### src/rtl/ahb_enum_pkg.sv
// Shared AHB-lite encodings and the address-phase payload used by the mailbox arbiter.
package ahb_enum_pkg;

  localparam int unsigned AHB_ADDR_W = 32;

  typedef enum logic [1:0] {
    HTRANS_IDLE   = 2'b00,
    HTRANS_BUSY   = 2'b01,
    HTRANS_NONSEQ = 2'b10,
    HTRANS_SEQ    = 2'b11
  } htrans_e;

  typedef enum logic [1:0] {
    AHB_RESP_OKAY  = 2'b00,
    AHB_RESP_ERROR = 2'b01
  } hresp_e;

  typedef struct packed {
    logic [AHB_ADDR_W-1:0] haddr;
    logic [3:0]            hprot;
    logic [2:0]            hsize;
    logic                  hwrite;
  } ahb_addr_req_t;

endpackage

### src/rtl/ahb_arb_port.sv
// One master port of the mailbox arbiter: request detect, one-entry address
// buffer, and the hready/hresp/hrdata return path.
module ahb_arb_port
  import ahb_enum_pkg::*;
#(
  parameter int unsigned ADDR_WIDTH = 32,
  parameter int unsigned DATA_WIDTH = 32
) (
  input  logic                  hclk,
  input  logic                  hresetn,
  input  logic                  hsel,
  input  logic [ADDR_WIDTH-1:0] haddr,
  input  logic [3:0]            hprot,
  input  logic [2:0]            hsize,
  input  logic [1:0]            htrans,
  input  logic                  hwrite,
  input  logic                  fwd,
  input  logic                  issue_buf,
  input  logic                  owner,
  input  logic                  s_hready,
  input  logic [1:0]            s_hresp,
  input  logic [DATA_WIDTH-1:0] s_hrdata,
  output logic                  req_c,
  output ahb_addr_req_t         live_req_c,
  output logic                  buf_valid,
  output ahb_addr_req_t         buf_req,
  output logic                  hready_c,
  output logic [1:0]            hresp_c,
  output logic [DATA_WIDTH-1:0] hrdata_c
);

  logic [DATA_WIDTH-1:0] hrdata_q;

  // A full buffer and data-phase ownership never coexist, so the priority order is safe.
  always_comb begin
    hready_c = 1'b1;
    if (buf_valid) begin
      hready_c = 1'b0;
    end else if (owner) begin
      hready_c = s_hready;
    end
    hresp_c           = owner ? s_hresp : AHB_RESP_OKAY;
    hrdata_c          = owner ? s_hrdata : hrdata_q;
    req_c             = hsel && ((htrans == HTRANS_NONSEQ) || (htrans == HTRANS_SEQ)) && hready_c;
    live_req_c.haddr  = AHB_ADDR_W'(haddr);
    live_req_c.hprot  = hprot;
    live_req_c.hsize  = hsize;
    live_req_c.hwrite = hwrite;
  end

  always_ff @(posedge hclk or negedge hresetn) begin
    if (!hresetn) begin
      buf_valid <= 1'b0;
      buf_req   <= '0;
      hrdata_q  <= '0;
    end else begin
      if (issue_buf) begin
        buf_valid <= 1'b0;
      end else if (req_c && !fwd) begin
        buf_valid <= 1'b1;
        buf_req   <= live_req_c;
      end
      if (owner && s_hready) begin
        hrdata_q <= s_hrdata;
      end
    end
  end

endmodule

### src/rtl/ahb_mailbox_arb.sv
// Two-master AHB-lite arbiter in front of the mailbox slave: per-transfer
// round-robin, live pass-through when the slot is free, data phase routed to its owner.
module ahb_mailbox_arb
  import ahb_enum_pkg::*;
#(
  parameter int unsigned ADDR_WIDTH = 32,
  parameter int unsigned DATA_WIDTH = 32
) (
  input  logic                  hclk,
  input  logic                  hresetn,
  input  logic                  m0_hsel,
  input  logic [ADDR_WIDTH-1:0] m0_haddr,
  input  logic [3:0]            m0_hprot,
  input  logic [2:0]            m0_hsize,
  input  logic [1:0]            m0_htrans,
  input  logic                  m0_hwrite,
  input  logic [DATA_WIDTH-1:0] m0_hwdata,
  output logic                  m0_hready,
  output logic [1:0]            m0_hresp,
  output logic [DATA_WIDTH-1:0] m0_hrdata,
  input  logic                  m1_hsel,
  input  logic [ADDR_WIDTH-1:0] m1_haddr,
  input  logic [3:0]            m1_hprot,
  input  logic [2:0]            m1_hsize,
  input  logic [1:0]            m1_htrans,
  input  logic                  m1_hwrite,
  input  logic [DATA_WIDTH-1:0] m1_hwdata,
  output logic                  m1_hready,
  output logic [1:0]            m1_hresp,
  output logic [DATA_WIDTH-1:0] m1_hrdata,
  output logic                  s_hsel,
  output logic [ADDR_WIDTH-1:0] s_haddr,
  output logic [3:0]            s_hprot,
  output logic [2:0]            s_hsize,
  output logic [1:0]            s_htrans,
  output logic                  s_hwrite,
  output logic [DATA_WIDTH-1:0] s_hwdata,
  input  logic                  s_hready,
  input  logic [1:0]            s_hresp,
  input  logic [DATA_WIDTH-1:0] s_hrdata
);

  logic          req0, req1, bv0, bv1;
  logic          fwd0, fwd1, ibuf0, ibuf1, own0, own1;
  ahb_addr_req_t live0, live1, bq0, bq1, issue_req;
  logic          owner_vld, owner_id, last_id;
  logic          slot_free, grant_vld, grant_id;
  logic          cand0, cand1;

  ahb_arb_port #(.ADDR_WIDTH(ADDR_WIDTH), .DATA_WIDTH(DATA_WIDTH)) u_port0 (
    .hclk(hclk), .hresetn(hresetn),
    .hsel(m0_hsel), .haddr(m0_haddr), .hprot(m0_hprot), .hsize(m0_hsize),
    .htrans(m0_htrans), .hwrite(m0_hwrite),
    .fwd(fwd0), .issue_buf(ibuf0), .owner(own0),
    .s_hready(s_hready), .s_hresp(s_hresp), .s_hrdata(s_hrdata),
    .req_c(req0), .live_req_c(live0), .buf_valid(bv0), .buf_req(bq0),
    .hready_c(m0_hready), .hresp_c(m0_hresp), .hrdata_c(m0_hrdata)
  );

  ahb_arb_port #(.ADDR_WIDTH(ADDR_WIDTH), .DATA_WIDTH(DATA_WIDTH)) u_port1 (
    .hclk(hclk), .hresetn(hresetn),
    .hsel(m1_hsel), .haddr(m1_haddr), .hprot(m1_hprot), .hsize(m1_hsize),
    .htrans(m1_htrans), .hwrite(m1_hwrite),
    .fwd(fwd1), .issue_buf(ibuf1), .owner(own1),
    .s_hready(s_hready), .s_hresp(s_hresp), .s_hrdata(s_hrdata),
    .req_c(req1), .live_req_c(live1), .buf_valid(bv1), .buf_req(bq1),
    .hready_c(m1_hready), .hresp_c(m1_hresp), .hrdata_c(m1_hrdata)
  );

  // Round-robin grant; a buffered entry always takes precedence over its master's live bus.
  always_comb begin
    slot_free = !owner_vld || s_hready;
    cand0     = req0 || bv0;
    cand1     = req1 || bv1;
    grant_vld = 1'b0;
    grant_id  = 1'b0;
    if (slot_free) begin
      if (cand0 && cand1) begin
        grant_vld = 1'b1;
        grant_id  = !last_id;
      end else if (cand0) begin
        grant_vld = 1'b1;
      end else if (cand1) begin
        grant_vld = 1'b1;
        grant_id  = 1'b1;
      end
    end
    if (grant_id) begin
      issue_req = bv1 ? bq1 : live1;
    end else begin
      issue_req = bv0 ? bq0 : live0;
    end
    fwd0  = grant_vld && !grant_id && !bv0;
    ibuf0 = grant_vld && !grant_id && bv0;
    fwd1  = grant_vld && grant_id && !bv1;
    ibuf1 = grant_vld && grant_id && bv1;
    own0  = owner_vld && !owner_id;
    own1  = owner_vld && owner_id;
  end

  always_comb begin
    s_hsel   = grant_vld;
    s_htrans = grant_vld ? HTRANS_NONSEQ : HTRANS_IDLE;
    s_haddr  = grant_vld ? ADDR_WIDTH'(issue_req.haddr) : '0;
    s_hprot  = grant_vld ? issue_req.hprot : 4'h0;
    s_hsize  = grant_vld ? issue_req.hsize : 3'h0;
    s_hwrite = grant_vld && issue_req.hwrite;
    s_hwdata = owner_id ? m1_hwdata : m0_hwdata;
  end

  // Last-granted starts at m1 so m0 wins the first contested slot.
  always_ff @(posedge hclk or negedge hresetn) begin
    if (!hresetn) begin
      owner_vld <= 1'b0;
      owner_id  <= 1'b0;
      last_id   <= 1'b1;
    end else if (grant_vld) begin
      owner_vld <= 1'b1;
      owner_id  <= grant_id;
      last_id   <= grant_id;
    end else if (s_hready) begin
      owner_vld <= 1'b0;
    end
  end

endmodule
### config.mk
export PLATFORM = sky130hd
export DESIGN_NAME = ahb_mailbox_arb
export DESIGN_NICKNAME = d
export VERILOG_FILES = /design/src/rtl/ahb_enum_pkg.sv /design/src/rtl/ahb_arb_port.sv /design/src/rtl/ahb_mailbox_arb.sv
export SDC_FILE = /design/constraint.sdc
export NUM_CORES = 1
export LEC_CHECK = 0
export ABC_CLOCK_PERIOD_IN_PS = 1900
export BUFFER_PORTS_ARGS = -buffer_cell sky130_fd_sc_hd__buf_2
export CAP_MARGIN = 20
export CORE_MARGIN = 2
export CORE_UTILIZATION = 40
export CTS_BUF_LIST = sky130_fd_sc_hd__clkbuf_16
export CTS_CLUSTER_DIAMETER = 80
export DETAILED_ROUTE_END_ITERATION = 8
export HOLD_SLACK_MARGIN = 0.15
export PLACE_DENSITY = 0.72
export SLEW_MARGIN = 10
export SYNTH_ARGS = -nofsm -noshare
export SYNTH_HDL_FRONTEND = slang
export SYNTH_SLANG_ARGS = --single-unit
### constraint.sdc
create_clock -name hclk -period 1.9 [get_ports hclk]
set_input_delay 0.095 -clock hclk [delete_from_list [all_inputs] [get_ports hclk]]
set_output_delay 0.095 -clock hclk [all_outputs]
set_load 0.005 [all_outputs]
==> results of run 1 <==
==> sequential cells by signal (all words and copies together), names as in the netlist <==
signal	cells
u_port1.buf_valid	1
u_port1.buf_req	40
owner_vld	1
owner_id	1
u_port0.buf_valid	1
u_port1.hrdata_q	32
u_port0.buf_req	40
last_id	1
u_port0.hrdata_q	32
==> power breakdown <==
| part | switching, mW | internal [mW] |
|---|---|---|
| Combinational | 4.76 | 6.89 |
| Sequential | 0.913 | 4.80 |
| Clock | 1.48 | 1.83 |
==> layer usage <==
layer	vias up	wire, microns	GRT usage (%)
met3	62	1320	4.66
met5	-	0	0
met2	297	15300	44.2
met4	0	1030	11.0
met1	3495	10600	26.8
li1	3126	-	-
==> cells in the mapped netlist <==
master    instances
a21o_1            1
a21oi_1           3
buf_1             7
buf_2            14
buf_4             5
buf_6             8
clkbuf_1         12
conb_1            1
dfrtp_1         148
dfstp_2           1
inv_1             3
mux2_1           16
mux2_2          194
mux2_4           30
mux2i_1          80
nand2_1           1
nand2_2           1
nand2b_1          2
nand3_1           2
nand3b_1          1
nand4_4           1
nor2_1            7
nor2b_1           3
nor4_4            1
o21a_1            2
o21ai_1           2
o21ba_2           2
o22ai_1          40
o31ai_4           1
or2_1             1
==> placed cells by master, fill, tap and decap left out, types with 6 or more instances in the layout <==
| cell | Yosys | final |
|---|---|---|
| buf_12 | 0 | 12 |
| buf_2 | 14 | 293 |
| buf_4 | 5 | 16 |
| buf_6 | 8 | 44 |
| clkbuf_16 | 0 | 24 |
| dfrtp_1 | 148 | 145 |
| dlygate4sd3_1 | 0 | 114 |
| mux2_1 | 16 | 16 |
| mux2_2 | 194 | 154 |
| mux2_4 | 30 | 70 |
| mux2i_1 | 80 | 80 |
| nor2_1 | 7 | 6 |
| o22ai_1 | 40 | 6 |
| o22ai_2 | 0 | 22 |
| o22ai_4 | 0 | 12 |
==> cell families after synthesis <==
logic type	share of synthesized area [%]
compound gates	4.18
buf+inv	3.46
flops	46.0
other cells	0.0463
simple gates	1.65
mux	44.6
==> repair_timing <==
item	CTS	global route
cloned	4	10
resized for setup	47	123
pin swaps	3	7
endpoints found under the hold margin	237	0
endpoints found under the setup margin	106	127
buffers inserted	10	12
hold buffers	114	0
==> final cells by class <==
type / count / area (sq um) / share of cell area, %
diodes: 2 / 5.00 / 0.0383
clock buffers: 17 / 425 / 3.26
clock inverters: 15 / 145 / 1.11
inverters: 3 / 11.3 / 0.0862
multi-input cells: 392 / 4610 / 35.3
flip-flops and latches: 149 / 3730 / 28.6
well taps: 270 / 338 / 2.59
repair buffers: 493 / 3790 / 29.0
==> tightest hold or removal path: stages <==
cell,delay [ns]
buf_2,0.12
nand2_1,0.12
o21ba_2,0.20
nor2b_1,0.06
==> metrics by stage <==
step	setup TNS [ns]	hold WS (ns)	setup WS (ns)	instance area [sq um]	instances
after floorplan	0	-0.201	0.162	8100	590
after global placement	0	0.138	0.101	10100	1162
after detailed placement	0	0.148	0.0876	10100	1162
after CTS	-6.43	0.160	-0.190	12200	1322
after global routing	-17.32	0.235	-0.255	13100	1341
final	-9.96	0.217	-0.187	13100	1341
==> worst paths after layout <==
path	from	end	slack, ns
worst max-delay path	owner_vld	s_haddr[17]	-0.19
worst min-delay path	m1_htrans[1]	u_port1.buf_valid	0.22
worst max register to register	owner_vld	u_port1.buf_req[30]	-0.13
worst min register to register	u_port1.buf_req[4]	u_port1.buf_req[4]	0.49
max in group asynchronous	hresetn	u_port0.buf_req[19]	0.97
min in group asynchronous	hresetn	u_port0.buf_req[13]	0.28
==> results_dict.tcl, run 1 <==
set metrics [dict create \
    n_fill_cell 1431 \
    critPathArrivalTime_ns 1.99 \
    hold_class "in -> reg" \
    cp-end-kind "primary output" \
    crit_path_max_incr_delay_ns 0.44 \
    powerDensity_nw_per_um2 1580 \
    crit_path_start_kind "register" \
    drc 0 \
    io_pins 332 \
    seq_area_frac_synth_pct 46.0 \
    grtUsageTotal_pct 24.0 \
    portBuffers 328 \
    post-route-period-util_pct 110 \
    antenna_found_initial 3 \
    leakagePower_nw 6.19 \
    dr.pass1.iters 5 \
    place_congestion 0.837 \
    core_sq_um 20000 \
    synth-seq-cells 149 \
    syn-cell-area_sq_um 8100 \
    drt-total-wl_mm 28.2 \
    start_util_pct 40.4 \
    gr-total-overflow 0 \
    cpLargestDelayFamily "simple AND/OR/NAND/NOR gates" \
    cts_buffers 17 \
    root_buffer "clkbuf_16" \
    fin_worst_skew_ns 0.0127 \
    dp_hpwl_mm 16.2 \
    die_w_microns 146 \
    yosys-top-cells-area "dfrtp_1, mux2_2, mux2i_1" \
    cts_sinks 149 \
    vias 6980 \
    ys_warn_count 0 \
    synth_top_area_share_pct 45.7 \
    outcome "finished, violations left" \
    worstPathBufferInverterCount 2 \
    clock_path_buffers 2 \
    drt_iter0_drc 290 \
    path_cells "nor2b_1 -> nor2_2 -> o21ai_4 -> buf_8 -> o22ai_1 -> buf_2" \
    path_depth 6 \
    peakVddDrop_mv 0.733 \
    crit_type "reg -> out" \
    grt_pass1_vias 7305 \
    required_ns 1.80 \
    dieArea_sq_um 21400 \
    ff2ff_path_depth 6 \
    netlist_instances 590 \
    relSlewSlack_pct 57.1 \
    whs_path_depth 4 \
    cpMaxStageDelayCell "dfrtp_2" \
    synth_nets 777 \
    die_h_microns 146 \
    maxCapViolCount 0 \
    synth_area_leader_cell "dfrtp_1" \
    path_clk_slew_ns 0.06 \
    route.detailed.wl_per_inst_microns 21.1 \
    tritoncts "yes" \
    grt_setup_unrepaired "true" \
    area_growth_pct 61.3 \
    row_count 52 \
    hold_viol_final 0 \
    p_total_mw 20.7 \
    worstMarginPinSlew_ns 0.644 \
    ant_nets 0 \
    cp_max_fo 13 \
    nets 1243 \
    via_per_inst 5.21 \
    setup_viol 104 \
    min_period_ns 2.09 \
    clk_latency_ns 0.43 \
    drive_gt1_share_pct 64.1 \
    grt_max_degree 65 \
    synth_cell_types 30 \
    fin_util_pct 65.2 \
    slew_violations 0 \
    timing.fmax_mhz 479 \
    syn_area_per_cell_sq_um 13.7 \
    grt_pass1_wl_mm 39.6 \
    cts_max_level 4 \
    finalWorstSetupSlack_ns -0.187 \
    violations "setup timing" \
]
Power figures use the tool's default switching activity.
==> run 2, diff against run 1 <==
- CAP_MARGIN: 20 -> 10
- CORE_MARGIN: 2 -> not set
- SETUP_SLACK_MARGIN: not set -> 0.05
==> results_dict.tcl, run 2 (synthesis gave the netlist of run 1 again) <==
set metrics [dict create \
    path_cells "nor2b_2 -> nor2_2 -> o21ai_4 -> buf_12 -> buf_16 -> o22ai_1 -> buf_2" \
    maxCapViolCount 0 \
    cts_max_level 4 \
    ant_nets 0 \
    finalWorstSetupSlack_ns -0.289 \
    cp-end-kind "primary output" \
    place_congestion 0.851 \
    layout_commonest_cell "buf_2" \
    root_buffer "clkbuf_16" \
    peakVddDrop_mv 0.693 \
    place_ws_ns 0.104 \
    route.detailed.wl_per_inst_microns 21.6 \
    grt_setup_unrepaired "true" \
    crit_type "reg -> out" \
    drt_iter0_drc 279 \
    io_pins 332 \
    die_h_microns 144 \
    grt_max_degree 61 \
    multi_input_area_sq_um 4510 \
    violations "setup timing" \
    dp_hpwl_mm 16.5 \
    antenna_found_initial 3 \
    seq_area_sq_um 3730 \
    fin_worst_skew_ns 0.0110 \
    outcome "finished, violations left" \
    cts_buffers 17 \
    hold_class "in -> reg" \
    row_count 51 \
    worstPathBufferInverterCount 3 \
    drive_gt1_share_pct 64.2 \
    setup_viol 137 \
    crit_path_max_incr_delay_ns 0.45 \
    dp.cells 1159 \
    cpMaxStageDelayCell "dfrtp_2" \
    powerDensity_nw_per_um2 1580 \
    finalNonFillerCells 1342 \
    required_ns 1.80 \
    grtUsageTotal_pct 25.3 \
    portBuffers 328 \
    cpLargestDelayFamily "buffers and inverters" \
    clock_path_buffers 2 \
    hold_viol_final 0 \
    leakagePower_nw 6.10 \
    final_cell_mix "buf_2, mux2_2, dfrtp_1" \
    cp_max_fo 15 \
    nets 1249 \
    timing.fmax_mhz 457 \
    grt_pass1_vias 7111 \
    grt_pass1_wl_mm 38.9 \
    fin_area_sq_um 12900 \
    drt-total-wl_mm 29.0 \
    fin_util_pct 65.9 \
    worstMarginPinSlew_ns 0.623 \
    slew_violations 0 \
    min_period_ns 2.19 \
    die_w_microns 144 \
    n_fill_cell 1403 \
    dieArea_sq_um 20800 \
    drc 0 \
    dpl_cell_area_sq_um 10100 \
    path_clk_slew_ns 0.06 \
    start_util_pct 41.2 \
    vias 7010 \
    via_per_inst 5.22 \
    reg_top3 "u_port0.buf_req (40), u_port1.buf_req (40)" \
    area_growth_pct 59.8 \
    gr-total-overflow 0 \
    tritoncts "yes" \
    worst_hold_slack_ns 0.195 \
    crit_path_start_kind "register" \
    post-route-period-util_pct 115 \
    critPathArrivalTime_ns 2.09 \
    relSlewSlack_pct 58.5 \
    dr.pass1.iters 5 \
    clk_latency_ns 0.43 \
    cts_sinks 149 \
    core_sq_um 19700 \
]
run 2: changes by cell type in the layout (fill, tap and decap cells not counted), moves of 3 or more:
cell / delta
mux2_4: -27
buf_12: +4
o22ai_2: -6
buf_4: +5
buf_6: -34
bufinv_16: +3
buf_8: -3
buf_2: +31
mux2_2: +27
o22ai_1: +5
run 2: timing repair:
item | in CTS | in global routing
resized for setup | 33 | 70
gates cloned | 5 | 11
endpoints found under the setup margin | 129 | 147
hold buffers | 113 | 0
endpoints found under the hold margin | 290 | 0
buffers inserted | 7 | 13
pin swaps | 2 | 24
run 2: metrics by stage:
step           TNS [ns]  total power, mW
2_1_floorplan         0             11.0
3_3_place_gp          0             13.8
3_5_place_dp          0             14.0
4_1_cts          -10.45             18.6
5_1_grt          -27.55             21.4
6_report         -18.71             20.4
run 2: area by class of cell:
type / count / share of cell area, %
Clock inverter: 14 / 1.44
Antenna cell: 3 / 0.0580
Inverter: 3 / 0.0870
Multi-Input combinational cell: 392 / 34.9
Sequential cell: 149 / 28.8
Tap cell: 265 / 2.56
Clock buffer: 17 / 3.29
Timing Repair Buffer: 499 / 28.9
run 2: worst paths after layout:
kind / startpoint / to / slack [ns] / cells after the start
min reg2reg: u_port0.buf_req[11] / u_port0.buf_req[11] / 0.49 / 1
max: owner_vld / s_haddr[22] / -0.29 / 7
max in group asynchronous: hresetn / u_port1.hrdata_q[7] / 1.00 / 3
min in group asynchronous: hresetn / u_port0.buf_req[0] / 0.21 / 2
max reg2reg: owner_vld / u_port1.buf_req[32] / -0.19 / 8
min: m1_htrans[1] / u_port0.buf_valid / 0.19 / 4
run 2: per-layer routing:
| metal | track usage, % | wire length (microns) |
|---|---|---|
| met2 | 45.8 | 15100 |
| met4 | 13.0 | 1090 |
| met1 | 28.2 | 11300 |
| met3 | 4.37 | 1450 |
| met5 | 0 | 0 |
run 2: worst min-delay path, cell delays in order:
cell and delay, ns:
buf_2 0.12, a21oi_4 0.16, o21ai_4 0.08, nor2b_1 0.13
run 2: power by group:
group / internal (mW) / switching (mW)
combinational: 6.39 / 4.71
clock: 2.19 / 1.40
sequential: 4.80 / 0.892
==> run 3, diff against run 2 <==
- ABC_CLOCK_PERIOD_IN_PS: 1900 -> 2600
- clock period: 1.9 -> 2.6 ns (I/O delays scaled with it)
==> results_dict.tcl, run 3 (synthesis gave the netlist of run 1 again) <==
set metrics [dict create \
    drt_iter0_drc 215 \
    critPathArrivalTime_ns 2.17 \
    area_growth_pct 44.9 \
    reg2reg_from "owner_vld" \
    root_buffer "clkbuf_16" \
    post-route-period-util_pct 88.4 \
    min-delay-start "m1_htrans[1]" \
    io_pins 332 \
    cts_max_level 4 \
    worstPathBufferInverterCount 2 \
    die_h_microns 144 \
    min_period_ns 2.30 \
    min_to "u_port1.buf_valid" \
    grt_pass1_wl_mm 36.2 \
    route.detailed.wl_per_inst_microns 18.8 \
    start_util_pct 41.2 \
    tritoncts "yes" \
    path_cells "nand2b_2 -> o31ai_4 -> or2_1 -> buf_4 -> o22ai_1 -> buf_2" \
    dr.pass1.iters 4 \
    clk_latency_ns 0.42 \
    timing.fmax_mhz 435 \
    via_per_inst 5.04 \
    vias 6548 \
    relSlewSlack_pct 48.9 \
    regToRegSetupSlack_ns 0.69 \
    cts_buffers 17 \
    grtUsageTotal_pct 23.2 \
    clock_path_buffers 2 \
    whs_path_depth 4 \
    reg_top3 "u_port0.buf_req (40), u_port1.buf_req (40)" \
    die_w_microns 144 \
    cp_max_fo 27 \
    core_sq_um 19700 \
    drive_gt1_share_pct 59.0 \
    gr-total-overflow 0 \
    hold_class "in -> reg" \
    drt-total-wl_mm 24.4 \
    ant_nets 0 \
    antenna_found_initial 0 \
    setup_viol 0 \
    layout_commonest_cell "buf_2" \
    crit_path_max_incr_delay_ns 0.41 \
    peakVddDrop_mv 0.486 \
    antennaDiodeCount 0 \
    powerDensity_nw_per_um2 1090 \
    timing.setup.tns_ns 0 \
    outcome "finished clean" \
    grt_pass1_vias 6797 \
    row_count 51 \
    slew_violations 0 \
    crit_path_start_kind "register" \
    worstMarginPinSlew_ns 0.766 \
    place_congestion 0.846 \
    fin_worst_skew_ns 0.0105 \
    n_fill_cell 1558 \
    final_cell_mix "buf_2, mux2_2, dfrtp_1" \
    crit_type "reg -> out" \
    dp_hpwl_mm 16.3 \
    rr_endpoint "u_port1.buf_req[11]" \
    grt_max_degree 64 \
    cts_sinks 149 \
    drc 0 \
    portBuffers 328 \
    cpLargestDelayFamily "buffers and inverters" \
    path_clk_slew_ns 0.06 \
    cpMaxStageDelayCell "dfrtp_1" \
    ff2ff_path_depth 5 \
    maxCapViolCount 0 \
    worst_hold_slack_ns 0.204 \
    grt_setup_unrepaired "false" \
    dieArea_sq_um 20800 \
    cp-end-kind "primary output" \
    nets 1209 \
    hold_viol_final 0 \
    leakagePower_nw 5.58 \
    required_ns 2.47 \
]
-- run 3: worst reg2reg max path, stage by stage (launching register included) --
cell and delay [ns]:
dfrtp_1 0.47, nor2b_1 0.25, a21oi_1 0.10, nor4_4 0.15, buf_4 0.44, mux2_2 0.40
-- run 3: repair_timing --
action	CTS	global route
setup buffers	0	0
endpoints found under the hold margin	205	0
gates resized for setup	0	0
hold buffers	114	0
-- run 3: how the worst max path moves through the flow --
stage                     startpoint             endpoint  slack (ns)  cells past startpoint
final                       owner_id           s_haddr[4]        0.30                      6
after CTS                   owner_id           s_hsize[1]        0.29                      6
after detailed placement   owner_vld  u_port1.buf_req[13]        0.69                      5
after floorplan             owner_id  u_port1.buf_req[32]        0.86                      6
after global routing       owner_vld             s_hwrite        0.17                      6
after global placement     owner_vld  u_port1.buf_req[13]        0.72                      5
-- run 3: area by class of cell --
cell class                      instances  area, sq um  area share (%)
Multi-Input combinational cell        392         4110            35.0
Sequential cell                       149         3730            31.8
Timing Repair Buffer                  459         2950            25.2
Clock buffer                           17          425            3.62
Tap cell                              265          332            2.82
Clock inverter                         15          176            1.50
Inverter                                3         11.3          0.0959
-- run 3: metrics by stage --
stage	worst slack, ns	instance area (sq um)	utilization [%]	power [mW]	std cells
after global routing	0.167	11700	59.7	13.6	1300
after global placement	0.716	10000	50.9	10.0	1154
final	0.303	11700	59.7	12.8	1300
after floorplan	0.862	8100	-	8.01	590
after CTS	0.293	11700	59.7	12.9	1300
after detailed placement	0.689	10000	50.9	10.1	1154
-- run 3: layer usage --
metal | vias up | part of all wire [%] | GRT usage (%)
met1 | 3225 | 40 | 26.1
met2 | 232 | 53 | 42.5
li1 | 3039 | - | -
met5 | - | 0 | 0
met4 | 0 | 3.5 | 10.9
met3 | 52 | 3.8 | 3.97
-- run 3: power breakdown --
group / switching [mW] / internal, mW / leakage, nW / total, mW
Clock: 1.04 / 1.52 / 0.297 / 2.56
Sequential: 0.613 / 3.51 / 1.76 / 4.12
Combinational: 2.67 / 3.50 / 3.52 / 6.17
